File: config.mk
export PLATFORM = sky130hd
export DESIGN_NAME = gamma_cycle_sched_flat
export DESIGN_NICKNAME = d
export VERILOG_FILES = /design/src/rtl/gamma_cycle_sched_if.sv /design/src/rtl/gamma_cycle_sched.sv /design/src/flat_wrapper.sv
export SDC_FILE = /design/constraint.sdc
export NUM_CORES = 1
export LEC_CHECK = 0
export CAP_MARGIN = 20
export CORE_ASPECT_RATIO = 2
export CORE_MARGIN = 1
export CORE_UTILIZATION = 50
export DETAILED_ROUTE_END_ITERATION = 8
export GPL_TIMING_DRIVEN = 0
export PLACE_DENSITY = 0.77
export REMOVE_ABC_BUFFERS = 1
export SLEW_MARGIN = 40
export SYNTH_ARGS = -nofsm -noshare
export SYNTH_HDL_FRONTEND = slang
export SYNTH_SLANG_ARGS = --single-unit
File: constraint.sdc
create_clock -name aclk -period 4.8 [get_ports aclk]
set_input_delay 0.48 -clock aclk [delete_from_list [all_inputs] [get_ports aclk]]
set_output_delay 0.48 -clock aclk [all_outputs]
set_load 0.01 [all_outputs]
File: src/rtl/gamma_cycle_sched_if.sv
// Control/result bundle between gamma_cycle_sched, the network start/done control
// and the bank of temporal lanes it sequences.
interface gamma_cycle_sched_if #(
  parameter int GAMMA_CYCLE_WIDTH = 16,
  parameter int NUM_LANES         = 4
);
  localparam int TW = $clog2(GAMMA_CYCLE_WIDTH) + 1;
  localparam int IW = $clog2(NUM_LANES);

  logic                    start;
  logic [NUM_LANES-1:0]    lane_q;
  logic                    lane_rst;
  logic                    busy;
  logic                    done;
  logic [NUM_LANES*TW-1:0] spike_time;
  logic [NUM_LANES-1:0]    spike_valid;
  logic [IW-1:0]           winner_idx;
  logic                    winner_valid;

  modport master (
    output start, lane_q,
    input  lane_rst, busy, done, spike_time, spike_valid, winner_idx, winner_valid
  );

  modport slave (
    input  start, lane_q,
    output lane_rst, busy, done, spike_time, spike_valid, winner_idx, winner_valid
  );
endinterface

File: src/rtl/gamma_cycle_sched.sv
// Gamma-cycle sequencer: clear lanes, time the compute window, capture first spikes,
// resolve the earliest lane. Define GAMMA_AUTO_RESTART_EN for free-running cycles.
module gamma_cycle_sched #(
  parameter int GAMMA_CYCLE_WIDTH = 16,
  parameter int NUM_LANES         = 4,
  parameter int CLR_CYCLES        = 2
) (
  input  logic               aclk,
  input  logic               grst_n,
  gamma_cycle_sched_if.slave sif
);
  localparam int TW      = $clog2(GAMMA_CYCLE_WIDTH) + 1;
  localparam int IW      = $clog2(NUM_LANES);
  localparam int CNT_MAX = (GAMMA_CYCLE_WIDTH > CLR_CYCLES) ? GAMMA_CYCLE_WIDTH : CLR_CYCLES;
  localparam int CW      = $clog2(CNT_MAX) + 1;
  localparam logic [TW-1:0] T_INF    = TW'(GAMMA_CYCLE_WIDTH);
  localparam logic [CW-1:0] CLR_LAST = CW'(CLR_CYCLES - 1);
  localparam logic [CW-1:0] CYC_LAST = CW'(GAMMA_CYCLE_WIDTH - 1);

  typedef enum logic [2:0] {
    S_IDLE, S_CLEAR, S_COMPUTE, S_RESOLVE, S_DONE
  } state_t;

  state_t                  r_state;
  state_t                  w_state_next;
  logic [CW-1:0]           r_cnt;
  logic                    w_clr_exit;
  logic                    w_cmp_last;
  logic                    r_lane_rst;
  logic                    r_busy;
  logic                    r_done;
  logic                    w_lane_rst_next;
  logic                    w_busy_next;
  logic                    w_done_next;
  logic [TW-1:0]           r_spike_time [NUM_LANES];
  logic [NUM_LANES-1:0]    r_spike_valid;
  logic [IW-1:0]           r_winner_idx;
  logic                    r_winner_valid;
  logic [IW-1:0]           w_best_idx;
  logic [TW-1:0]           w_best_time;
  logic                    w_best_any;
  logic [NUM_LANES*TW-1:0] w_spike_time_flat;

  assign w_clr_exit = (r_state == S_CLEAR)   && (r_cnt == CLR_LAST);
  assign w_cmp_last = (r_state == S_COMPUTE) && (r_cnt == CYC_LAST);

  always_ff @(posedge aclk or negedge grst_n) begin
    if (!grst_n) begin
      r_state <= S_IDLE;
      r_cnt   <= '0;
    end else begin
      r_state <= w_state_next;
      if (w_clr_exit || w_cmp_last || ((r_state != S_CLEAR) && (r_state != S_COMPUTE)))
        r_cnt <= '0;
      else
        r_cnt <= r_cnt + CW'(1);
    end
  end

  always_comb begin
    w_state_next = r_state;
    unique case (r_state)
      S_IDLE:    if (sif.start) w_state_next = S_CLEAR;
      S_CLEAR:   if (w_clr_exit) w_state_next = S_COMPUTE;
      S_COMPUTE: if (w_cmp_last) w_state_next = S_RESOLVE;
      S_RESOLVE: w_state_next = S_DONE;
`ifdef GAMMA_AUTO_RESTART_EN
      S_DONE:    w_state_next = S_CLEAR;
`else
      S_DONE:    w_state_next = S_IDLE;
`endif
      default:   w_state_next = S_IDLE;
    endcase
  end

  // lane_rst tracks the state it frames; busy/done trail the state by one edge so
  // done rises only once the resolved winner is already in its register.
  always_comb begin
    w_lane_rst_next = (w_state_next == S_CLEAR);
    w_busy_next     = (r_state == S_CLEAR) || (r_state == S_COMPUTE) || (r_state == S_RESOLVE);
    w_done_next     = (r_state == S_DONE);
  end

  always_ff @(posedge aclk or negedge grst_n) begin
    if (!grst_n) begin
      r_lane_rst <= 1'b1;
      r_busy     <= 1'b0;
      r_done     <= 1'b0;
    end else begin
      r_lane_rst <= w_lane_rst_next;
      r_busy     <= w_busy_next;
      r_done     <= w_done_next;
    end
  end

  // Results are wiped on the last clear edge so they stay readable during done,
  // even when the next cycle starts immediately.
  always_ff @(posedge aclk or negedge grst_n) begin
    if (!grst_n) begin
      for (int i = 0; i < NUM_LANES; i++) r_spike_time[i] <= T_INF;
      r_spike_valid <= '0;
    end else if (w_clr_exit) begin
      for (int i = 0; i < NUM_LANES; i++) r_spike_time[i] <= T_INF;
      r_spike_valid <= '0;
    end else if (r_state == S_COMPUTE) begin
      for (int i = 0; i < NUM_LANES; i++) begin
        if (sif.lane_q[i] && !r_spike_valid[i]) begin
          r_spike_time[i]  <= TW'(r_cnt);
          r_spike_valid[i] <= 1'b1;
        end
      end
    end
  end

  // Strict less-than keeps the lowest index on ties.
  always_comb begin
    w_best_idx  = '0;
    w_best_time = T_INF;
    w_best_any  = 1'b0;
    for (int i = 0; i < NUM_LANES; i++) begin
      if (r_spike_valid[i] && (!w_best_any || (r_spike_time[i] < w_best_time))) begin
        w_best_idx  = IW'(i);
        w_best_time = r_spike_time[i];
        w_best_any  = 1'b1;
      end
    end
  end

  always_ff @(posedge aclk or negedge grst_n) begin
    if (!grst_n) begin
      r_winner_idx   <= '0;
      r_winner_valid <= 1'b0;
    end else if (w_clr_exit) begin
      r_winner_valid <= 1'b0;
    end else if (r_state == S_RESOLVE) begin
      r_winner_idx   <= w_best_idx;
      r_winner_valid <= w_best_any;
    end
  end

  for (genvar gi = 0; gi < NUM_LANES; gi++) begin : g_flat
    assign w_spike_time_flat[gi*TW +: TW] = r_spike_time[gi];
  end

  assign sif.lane_rst     = r_lane_rst;
  assign sif.busy         = r_busy;
  assign sif.done         = r_done;
  assign sif.spike_time   = w_spike_time_flat;
  assign sif.spike_valid  = r_spike_valid;
  assign sif.winner_idx   = r_winner_idx;
  assign sif.winner_valid = r_winner_valid;
endmodule

File: src/flat_wrapper.sv
// flat-port wrapper written by rule: the top's interface ports become plain ports
module gamma_cycle_sched_flat 
#(
  parameter int GAMMA_CYCLE_WIDTH = 16,
  parameter int NUM_LANES         = 4,
  parameter int CLR_CYCLES        = 2
)
  (aclk, grst_n, sif_start, sif_lane_q, sif_lane_rst, sif_busy, sif_done, sif_spike_time, sif_spike_valid, sif_winner_idx, sif_winner_valid);
  gamma_cycle_sched_if #(.GAMMA_CYCLE_WIDTH(GAMMA_CYCLE_WIDTH), .NUM_LANES(NUM_LANES)) sif_i ();
  input  logic aclk;
  input  logic grst_n;
  input wire logic [$bits(sif_i.start)-1:0] sif_start;
  input wire logic [$bits(sif_i.lane_q)-1:0] sif_lane_q;
  output wire logic [$bits(sif_i.lane_rst)-1:0] sif_lane_rst;
  output wire logic [$bits(sif_i.busy)-1:0] sif_busy;
  output wire logic [$bits(sif_i.done)-1:0] sif_done;
  output wire logic [$bits(sif_i.spike_time)-1:0] sif_spike_time;
  output wire logic [$bits(sif_i.spike_valid)-1:0] sif_spike_valid;
  output wire logic [$bits(sif_i.winner_idx)-1:0] sif_winner_idx;
  output wire logic [$bits(sif_i.winner_valid)-1:0] sif_winner_valid;
  assign sif_i.start = sif_start;
  assign sif_i.lane_q = sif_lane_q;
  assign sif_lane_rst = sif_i.lane_rst;
  assign sif_busy = sif_i.busy;
  assign sif_done = sif_i.done;
  assign sif_spike_time = sif_i.spike_time;
  assign sif_spike_valid = sif_i.spike_valid;
  assign sif_winner_idx = sif_i.winner_idx;
  assign sif_winner_valid = sif_i.winner_valid;
  gamma_cycle_sched #(.GAMMA_CYCLE_WIDTH(GAMMA_CYCLE_WIDTH), .NUM_LANES(NUM_LANES), .CLR_CYCLES(CLR_CYCLES)) u_core (.aclk(aclk), .grst_n(grst_n), .sif(sif_i));
endmodule
==> impl_metrics.csv, run 1 <==
group,metric,value,unit
clock_tree,tritoncts,"done",
drt,drt_wl_total,5160,um
logic_synthesis,gate_count_of_the_mapped_netlist,218,
floorplan,io_pins,37,
drt,drt_pass1_iterations,4,
clock_tree,clock_sinks,38,
critical_path,critPathRequiredTime,4.97,ns
final_layout,layout.cells.most_common,"sky130_fd_sc_hd__clkdlybuf4s50_1",
floorplan,dieArea,4590,sq um
timing,clk_skew,0.00512,ns
timing,slew_violations,0,
grt,grt_overflow_total,0,
timing,timing.final.crit_period,4.52,ns
drt,remaining_drc_errors,0,
timing,report.final.setup_viol,0,
power_and_ir_drop,vdd_drop_max,0.370,mV
drt,detailroute.via_count,1830,
grt,grt_pass1_wl,8160,um
power_and_ir_drop,cellLeakagePower,0.00122,uW
drt,via_per_inst,5.75,
final_layout,num-nets-final,287,
floorplan,initial_core_util,0.522,
placed_design,pre_cts_ws,-0.201,ns
final_layout,diodes,0,
placed_design,io_port_bufs,36,
critical_path,worst_ep_arrival_time,4.69,ns
logic_synthesis,ys.warnings.count,0,
grt,grt_util_all_layers,0.234,
drt,drt-initial-drc-count,38,
critical_path,crit_path_capture_type,"flip-flop",
critical_path,rr_endpoint,"u_core.sif.winner_idx[1]$_DFFE_PN0P_",
clock_tree,cts_max_level,2,
power_and_ir_drop,finalPower,1780,uW
drt,wl_per_cell,16.2,um
clock_tree,clock-root-buffer,"sky130_fd_sc_hd__clkbuf_8",
power_and_ir_drop,power.density_cell_area,647,nW/um^2
critical_path,reg2reg_slack,0.28,ns
logic_synthesis,count_of_distinct_cell_types_in_the_synthesized_netlist,49,
timing,setup_slack,0.285,ns
logic_synthesis,synth_seq_area_share,0.444,
critical_path,cpMostUsedCell,"sky130_fd_sc_hd__a21oi_1",
logic_synthesis,flops_latches_synth,38,
hold_path,worst_hold_path_type,"primary input to async pin",
drt,final_antenna_net_count,0,
run_status,result_of_the_run,"completed",
logic_synthesis,syn_area,2160,sq um
clock_tree,clock_slew_seen_by_the_registers_of_the_worst_setup_and_hold_paths,0.07,ns
critical_path,critical_path.startpoint_type,"flip-flop",
grt,grt_antenna_before_repair,0,
logic_synthesis,synth_top_flop_cell,"sky130_fd_sc_hd__dfrtp_1",
final_layout,layout.cell_area.non_filler,2750,sq um
grt,first_global_vias,1790,
logic_synthesis,synth_enable_flop_cells,0,
floorplan,die_w,48.4,um
floorplan,coreArea,4130,sq um
critical_path,worst-setup-path-type,"flip-flop to flip-flop",
critical_path,worstPathCellList,"nor2b_1 -> ha_1 -> nand2_1 -> o211ai_1 -> o22ai_4 -> buf_4 -> a21oi_1 -> ha_1 -> a211o_1 -> a21oi_1 -> nand2_1 -> o21ai_2 -> nand2_1 -> o21a_1 -> ha_1 -> a21oi_1 -> o21ai_2 -> a41o_1 -> a21oi_1 -> a31oi_1 -> o21ai_1",
final_layout,area_growth,27.3,%
final_layout,most_frequent_cells_in_the_layout,"sky130_fd_sc_hd__clkdlybuf4s50_1 (35), sky130_fd_sc_hd__nor2_1 (33), sky130_fd_sc_hd__dfrtp_1 (32)",
placed_design,post_dp_cell_area,2550,sq um
critical_path,timing.critical_path.slowest_stage_cell,"sky130_fd_sc_hd__dfrtp_2",
placed_design,place_congestion,0.847,
timing,finalHoldViolations,0,
logic_synthesis,postSynth.asyncResetShare,1.00,
timing,holdWs,0.141,ns
placed_design,detailed_place_hpwl,3720,um
flow_run,maxCapViolations,0,
critical_path,r2r-start,"u_core.sif.spike_valid[0]$_DFFE_PN0P_",
timing,timing.final.crit_share,0.941,
floorplan,dieHeight,94.9,um
clock_tree,clk_latency,0.29,ns
clock_tree,cts_hold_buf,0,
timing,achievable-frequency,0.221,GHz
critical_path,rr_worst_depth,21,
floorplan,std_cell_rows,33,
timing,slew_headroom,0.538,
grt,grt_max_degree,39,
final_layout,layout_cells_sized_above_1,0.162,
timing,tightestPinTransition,0.694,ns
clock_tree,numCtsBuffers,5,
logic_synthesis,syn_area_per_cell,9.89,sq um
critical_path,critical_path.max_stage_delay,0.46,ns
clock_tree,cts.path.max_buffers,2,
critical_path,crit_path_max_fanout,7,
cell usage after synthesis, drive strengths merged (2+ instances only):
master   number  area share
o211ai        4       0.014
dfstp         5       0.061
mux2          9       0.054
mux2i         8       0.037
buf           4       0.010
o21a          5       0.017
and3          3      0.0087
o21ai        10       0.025
nor2         38       0.074
nand2        27       0.050
a2111oi       2       0.017
nor2b         2      0.0058
nand3         6       0.014
nand2b        2      0.0093
a21oi        18       0.042
ha           15       0.087
clkbuf        2      0.0035
dfrtp        33        0.38
inv           5      0.0087
flip-flops by register name, indices dropped and copies added, names as in the netlist:
register	cells
u_core.sif.busy	1
u_core.sif.done	1
u_core.sif.spike_valid	4
u_core.sif.spike_time	20
u_core.r_cnt	5
u_core.sif.winner_idx	2
u_core.sif.winner_valid	1
u_core.sif.lane_rst	1
u_core.r_state	3
what timing repair did:
item | CTS | global route
gates cloned | 0 | 1
setup buffers | 0 | 9
pin swaps | 0 | 1
endpoints found under the hold margin | 0 | 0
gates resized for setup | 2 | 5
setup endpoints to repair | 2 | 2
cell families (layout without fill, tap and decap cells):
family                   Yosys count  count (layout)  synth area share
buffers and inverters             12              59            0.0267
AO/OA/AOI/OAI                     48              49             0.151
AND/OR/NAND/NOR                   86              86             0.192
multiplexers                      17              17            0.0911
XOR/XNOR                           2               2           0.00813
flip-flops                        38              38             0.444
adder cells (fa/ha/maj)           15              15            0.0871
metal layers:
metal | wire length [um] | vias up | GRT usage
met5 | 0 | - | 0
met4 | 148 | 0 | 0.145
met3 | 142 | 12 | 0.0306
met2 | 2860 | 48 | 0.448
met1 | 2000 | 907 | 0.234
li1 | - | 863 | -
report_power, final:
part | leakage, uW | internal, uW | switching [uW]
Clock | 0.0000524 | 155 | 111
Sequential | 0.000493 | 437 | 131
Combinational | 0.000672 | 463 | 480
Total | 0.00122 | 1060 | 722
stage by stage:
step | TNS, ns | utilization | instances
floorplan | 0 | - | 212
global placement | -0.277 | 0.618 | 300
detailed placement | -0.394 | 0.617 | 300
CTS | 0 | 0.643 | 308
global route | -0.0200 | 0.665 | 318
finish | 0 | 0.665 | 318
layout make-up:
type                            count  area [sq um]
Sequential cell                    38           958
Fill cell                         332          1380
Clock inverter                      1          30.0
Multi-Input combinational cell    169          1160
Timing Repair Buffer               45           423
Tap cell                           52          65.1
Inverter                            6          27.5
Clock buffer                        7          76.3
worst max-delay path by stage:
stage / startpoint / endpoint / cells after the start / slack (ns)
floorplan: u_core.sif.spike_valid[0]$_DFFE_PN0P_ / u_core.sif.winner_idx[0]$_DFFE_PN0P_ / 20 / 0.44
CTS: u_core.sif.spike_valid[0]$_DFFE_PN0P_ / u_core.sif.winner_idx[1]$_DFFE_PN0P_ / 21 / 0.002
finish: u_core.sif.spike_valid[0]$_DFFE_PN0P_ / u_core.sif.winner_idx[1]$_DFFE_PN0P_ / 21 / 0.28
detailed placement: u_core.sif.spike_valid[0]$_DFFE_PN0P_ / u_core.sif.winner_idx[1]$_DFFE_PN0P_ / 21 / -0.20
global route: u_core.sif.spike_valid[0]$_DFFE_PN0P_ / u_core.sif.winner_idx[1]$_DFFE_PN0P_ / 19 / -0.02
global placement: u_core.sif.spike_valid[0]$_DFFE_PN0P_ / u_core.sif.winner_idx[1]$_DFFE_PN0P_ / 21 / -0.14
critical path, delay by kind of cell (launching register included):
kind / cells / cell delay (ns)
AOI/OAI and AO/OA: 13 / 2.38
adders and majority gates: 3 / 0.91
and+or+nand+nor: 4 / 0.49
DFF: 1 / 0.46
buffers and inverters: 1 / 0.17
Note: power is estimated with default switching activity, not from simulation.
==> run 2: changes to the inputs <==
Clock period 4.8 ns to 4.5 ns, I/O delays scaled along.
==> impl_metrics.csv, run 2 (same netlist as run 1, synthesis figures left out) <==
group,metric,value,unit
drt,drt_wl_total,5260,um
critical_path,critical_path.max_stage_delay,0.45,ns
floorplan,coreArea,4130,sq um
clock_tree,tritoncts,"done",
final_layout,layout.cells.most_common,"sky130_fd_sc_hd__clkdlybuf4s50_1",
critical_path,rr_worst_depth,21,
final_layout,largest_register_ff_count,20,
timing,finalHoldViolations,0,
critical_path,worstPathCellList,"nor2b_2 -> ha_4 -> nand2_1 -> o211ai_1 -> o22ai_2 -> buf_4 -> a21oi_2 -> ha_1 -> a211o_1 -> a21oi_2 -> nand2_1 -> o21ai_4 -> nor2_1 -> a21oi_1 -> ha_1 -> a21oi_2 -> o21ai_2 -> a41o_1 -> a21oi_2 -> a31oi_2 -> o21ai_1",
drt,final_antenna_net_count,0,
floorplan,dieArea,4590,sq um
critical_path,cpMostUsedCell,"sky130_fd_sc_hd__a21oi_2",
timing,timing.final.crit_period,4.25,ns
flow_run,maxCapViolations,0,
final_layout,filler_cell_count,330,
timing,timing.final.crit_share,0.945,
drt,via_per_inst,5.74,
run_status,result_of_the_run,"completed",
grt,first_global_vias,1837,
clock_tree,cts.path.max_buffers,2,
grt,grt_pass1_wl,8310,um
drt,detailroute.via_count,1803,
floorplan,dieHeight,94.9,um
grt,grt_antenna_before_repair,0,
clock_tree,clk_latency,0.29,ns
hold_path,worst_hold_path_type,"primary input to async pin",
critical_path,timing.critical_path.slowest_stage_cell,"sky130_fd_sc_hd__dfrtp_2",
timing,report.final.setup_viol,0,
power_and_ir_drop,vdd_drop_max,0.392,mV
critical_path,critPathRequiredTime,4.72,ns
power_and_ir_drop,cellLeakagePower,0.00121,uW
floorplan,initial_core_util,0.522,
placed_design,detailed_place_hpwl,3720,um
drt,drt-initial-drc-count,29,
floorplan,io_pins,37,
drt,wl_per_cell,16.7,um
final_layout,area_growth,28.6,%
timing,achievable-frequency,0.235,GHz
placed_design,io_port_bufs,36,
final_layout,layout.cell_area.non_filler,2770,sq um
grt,grt_util_all_layers,0.238,
timing,slew_headroom,0.537,
clock_tree,clock-root-buffer,"sky130_fd_sc_hd__clkbuf_8",
clock_tree,cts_max_level,2,
timing,tightestPinTransition,0.695,ns
grt,grt_overflow_total,0,
timing,tns,0,ns
clock_tree,clock_sinks,38,
floorplan,std_cell_rows,33,
final_layout,diodes,0,
placed_design,place_congestion,0.847,
critical_path,crit_path_max_fanout,8,
power_and_ir_drop,power.density_cell_area,697,nW/um^2
critical_path,crit_path_capture_type,"flip-flop",
clock_tree,numCtsBuffers,5,
critical_path,worst_ep_arrival_time,4.48,ns
power_and_ir_drop,finalPower,1930,uW
placed_design,post_dp_cell_area,2550,sq um
drt,drt_pass1_iterations,4,
timing,slew_violations,0,
final_layout,most_frequent_cells_in_the_layout,"sky130_fd_sc_hd__clkdlybuf4s50_1 (35), sky130_fd_sc_hd__nor2_1 (33), sky130_fd_sc_hd__dfrtp_1 (32)",
final_layout,num-nets-final,283,
drt,remaining_drc_errors,0,
timing,clk_skew,0.00563,ns
timing,holdWs,0.114,ns
critical_path,worst-setup-path-type,"flip-flop to flip-flop",
grt,grt_max_degree,39,
critical_path,critical_path.startpoint_type,"flip-flop",
clock_tree,clock_slew_seen_by_the_registers_of_the_worst_setup_and_hold_paths,0.07,ns
final_layout,layout_cells_sized_above_1,0.195,
floorplan,die_w,48.4,um
## run 2: power by group
group	internal (uW)	switching [uW]
logic	500	538
registers	466	142
clock network	166	119
total	1130	799
## run 2: critical path: cells and delay by family, from the launching register on
family | cells | cell delay (ns)
flip-flops | 1 | 0.45
buffers and inverters | 1 | 0.18
AND/OR/NAND/NOR | 4 | 0.46
AO/OA/AOI/OAI | 13 | 2.27
adder cells (fa/ha/maj) | 3 | 0.85
## run 2: cell type report
| cell class | instances | area (sq um) | area share |
|---|---|---|---|
| Clock inverter | 1 | 30.0 | 0.0108 |
| Timing Repair Buffer | 42 | 403 | 0.145 |
| Tap cell | 52 | 65.1 | 0.0235 |
| Multi-Input combinational cell | 168 | 1210 | 0.437 |
| Clock buffer | 7 | 76.3 | 0.0275 |
| Inverter | 6 | 27.5 | 0.00993 |
| Sequential cell | 38 | 958 | 0.346 |
## run 2: path summary, 6_finish.rpt
check / start / end / slack (ns)
worst max-delay path: u_core.sif.spike_valid[0]$_DFFE_PN0P_ / u_core.sif.winner_idx[1]$_DFFE_PN0P_ / 0.25
worst min-delay path: grst_n / u_core.sif.spike_time[6]$_DFFE_PN0P_ / 0.11
worst max register to register: u_core.sif.spike_valid[0]$_DFFE_PN0P_ / u_core.sif.winner_idx[1]$_DFFE_PN0P_ / 0.25
worst min register to register: u_core.sif.winner_idx[0]$_DFFE_PN0P_ / u_core.sif.winner_idx[0]$_DFFE_PN0P_ / 0.51
max in group asynchronous: grst_n / u_core.sif.spike_time[14]$_DFFE_PN1P_ / 4.03
min in group aclk: u_core.sif.winner_idx[0]$_DFFE_PN0P_ / u_core.sif.winner_idx[0]$_DFFE_PN0P_ / 0.51
## run 2: through the flow
stage	std cells	util	setup slack [ns]
after global routing	314	0.672	-0.0463
after global placement	300	0.618	-0.439
after CTS	312	0.653	0.00228
after floorplan	212	-	0.143
final	314	0.672	0.246
after detailed placement	300	0.617	-0.501
## run 2: repair_timing
item / 4_1_cts / 5_1_grt
buffers inserted: 4 / 2
endpoints found under the setup margin: 2 / 2
hold buffers: 0 / 0
pin swaps: 1 / 5
resized for setup: 5 / 13
cloned: 0 / 0
## run 2: metal layers
layer,share of wire,track usage
met5,0,0
met4,0.038,0.159
met3,0.034,0.0290
met2,0.55,0.453
met1,0.37,0.238
==> run 3: changes to the inputs <==
Settings changed: CORE_UTILIZATION 50 to 53, PLACE_DENSITY 0.77 to 0.81.
==> impl_metrics.csv, run 3 (same netlist as run 1, synthesis figures left out) <==
group,metric,value,unit
placed_design,detailed_place_hpwl,3590,um
final_layout,area_growth,29.1,%
timing,timing.final.crit_share,0.945,
critical_path,worst-setup-path-type,"flip-flop to flip-flop",
grt,grt_overflow_total,0,
clock_tree,cts_max_level,2,
clock_tree,clk_latency,0.29,ns
critical_path,crit_path_capture_type,"flip-flop",
floorplan,dieHeight,92.2,um
final_layout,layout.cells.most_common,"sky130_fd_sc_hd__clkdlybuf4s50_1",
timing,clk_skew,0.00429,ns
placed_design,place_congestion,0.877,
drt,drt_wl_total,5090,um
timing,finalHoldViolations,0,
critical_path,worstPathCellList,"nor2b_2 -> ha_4 -> a21oi_2 -> o211ai_1 -> o22ai_2 -> buf_6 -> mux2_2 -> ha_1 -> and4_4 -> a211oi_2 -> o21ai_2 -> o21ai_4 -> nor2_1 -> a21oi_1 -> ha_1 -> nand2_1 -> o21ai_2 -> a41o_1 -> a21oi_1 -> a31oi_1 -> nand3_1",
timing,slew_violations,0,
final_layout,num-nets-final,287,
final_layout,layout_cells_sized_above_1,0.207,
clock_tree,clock_sinks,38,
timing,tightestPinTransition,0.672,ns
run_status,result_of_the_run,"completed",
grt,grt_antenna_before_repair,0,
drt,wl_per_cell,16.1,um
drt,detailroute.via_count,1803,
final_layout,filler_cell_count,307,
grt,grt_max_degree,39,
floorplan,die_w,47.1,um
timing,slew_headroom,0.552,
timing,setup_slack,0.247,ns
timing,timing.final.crit_period,4.25,ns
drt,final_antenna_net_count,0,
final_layout,largest_register_ff_count,20,
timing,report.final.setup_viol,0,
drt,drt-initial-drc-count,113,
critical_path,worst_ep_arrival_time,4.43,ns
flow_run,maxCapViolations,0,
final_layout,most_frequent_cells_in_the_layout,"sky130_fd_sc_hd__clkdlybuf4s50_1 (35), sky130_fd_sc_hd__nor2_1 (33), sky130_fd_sc_hd__dfrtp_1 (32)",
final_layout,diodes,0,
floorplan,io_pins,37,
timing,achievable-frequency,0.235,GHz
clock_tree,tritoncts,"done",
placed_design,pre_cts_ws,-0.394,ns
grt,grt_pass1_wl,8210,um
grt,first_global_vias,1784,
placed_design,post_dp_cell_area,2550,sq um
clock_tree,clock_slew_seen_by_the_registers_of_the_worst_setup_and_hold_paths,0.07,ns
placed_design,io_port_bufs,36,
critical_path,critical_path.max_stage_delay,0.42,ns
clock_tree,numCtsBuffers,5,
drt,remaining_drc_errors,0,
final_layout,layout.cell_area.non_filler,2780,sq um
grt,grt_util_all_layers,0.267,
hold_path,worst_hold_path_type,"primary input to async pin",
critical_path,timing.critical_path.slowest_stage_cell,"sky130_fd_sc_hd__dfrtp_2",
floorplan,initial_core_util,0.555,
critical_path,critPathRequiredTime,4.67,ns
critical_path,critical_path.startpoint_type,"flip-flop",
critical_path,rr_worst_depth,21,
drt,drt_pass1_iterations,4,
clock_tree,cts.path.max_buffers,2,
final_layout,layout.cells.non_filler,317,
power_and_ir_drop,power.density_cell_area,690,nW/um^2
floorplan,dieArea,4340,sq um
power_and_ir_drop,finalPower,1920,uW
power_and_ir_drop,vdd_drop_max,0.422,mV
clock_tree,clock-root-buffer,"sky130_fd_sc_hd__clkbuf_8",
placed_design,place_inst,299,
floorplan,coreArea,3880,sq um
drt,via_per_inst,5.69,
critical_path,crit_path_max_fanout,7,
floorplan,std_cell_rows,32,
power_and_ir_drop,cellLeakagePower,0.00122,uW
run 3: cell types whose count changed in the layout (fill, tap and decap cells not counted), moves of 2 or more:
cell	change
sky130_fd_sc_hd__a21oi_2	-3
sky130_fd_sc_hd__buf_4	+2
sky130_fd_sc_hd__a21oi_1	+3
sky130_fd_sc_hd__clkbuf_1	-2
run 3: per-layer routing:
| metal | routed length [um] | vias up | part of all wire | global-route usage |
|---|---|---|---|---|
| met5 | 0 | - | 0 | 0 |
| met4 | 117 | 0 | 0.023 | 0.105 |
| met3 | 166 | 11 | 0.033 | 0.0374 |
| met2 | 2940 | 46 | 0.58 | 0.462 |
| met1 | 1870 | 883 | 0.37 | 0.310 |
| li1 | - | 863 | - | - |
run 3: path summary, 6_finish.rpt:
| kind | start | endpoint | slack [ns] |
|---|---|---|---|
| max | u_core.sif.spike_valid[0]$_DFFE_PN0P_ | u_core.sif.winner_idx[0]$_DFFE_PN0P_ | 0.25 |
| min | grst_n | u_core.sif.spike_time[2]$_DFFE_PN0P_ | 0.11 |
| max reg2reg | u_core.sif.spike_valid[0]$_DFFE_PN0P_ | u_core.sif.winner_idx[0]$_DFFE_PN0P_ | 0.25 |
| min reg2reg | u_core.sif.winner_idx[0]$_DFFE_PN0P_ | u_core.sif.winner_idx[0]$_DFFE_PN0P_ | 0.50 |
| max in group asynchronous | grst_n | u_core.sif.spike_time[19]$_DFFE_PN1P_ | 4.02 |
| min in group aclk | u_core.sif.winner_idx[0]$_DFFE_PN0P_ | u_core.sif.winner_idx[0]$_DFFE_PN0P_ | 0.50 |
run 3: worst max-delay path: cells and delay by family, from the launching register on:
| kind | cells | cell delay (ns) |
|---|---|---|
| compound gates | 11 | 1.53 |
| flops | 1 | 0.42 |
| mux | 1 | 0.35 |
| buf+inv | 1 | 0.15 |
| fa+ha+maj | 3 | 0.87 |
| simple gates | 5 | 0.79 |
run 3: layout make-up:
class / count / area, sq um / share of cell area
clock buffers: 6 / 82.6 / 0.0297
flip-flops and latches: 38 / 958 / 0.344
clock inverters: 2 / 12.5 / 0.00450
well taps: 51 / 63.8 / 0.0229
multi-input cells: 169 / 1210 / 0.434
repair buffers: 45 / 429 / 0.154
inverters: 6 / 27.5 / 0.00989
run 3: what timing repair did:
| item | CTS | global route |
|---|---|---|
| hold buffers | 0 | 0 |
| setup buffers | 4 | 5 |
| gates resized for setup | 5 | 13 |
| pin swaps | 1 | 9 |
| gates cloned | 0 | 1 |
| setup endpoints to repair | 2 | 2 |
run 3: per-stage QoR:
step / hold slack, ns / util / TNS (ns)
after CTS: 0.130 / 0.691 / 0
after global placement: 0.494 / 0.657 / -0.699
after global routing: 0.142 / 0.716 / -0.0707
after floorplan: 0.154 / - / 0
final: 0.110 / 0.716 / 0
after detailed placement: 0.446 / 0.656 / -0.787
run 3: report_power, final:
group	total, uW	switching [uW]	internal, uW
combinational	1070	528	538
clock	245	122	123
sequential	610	144	466
total	1920	793	1130
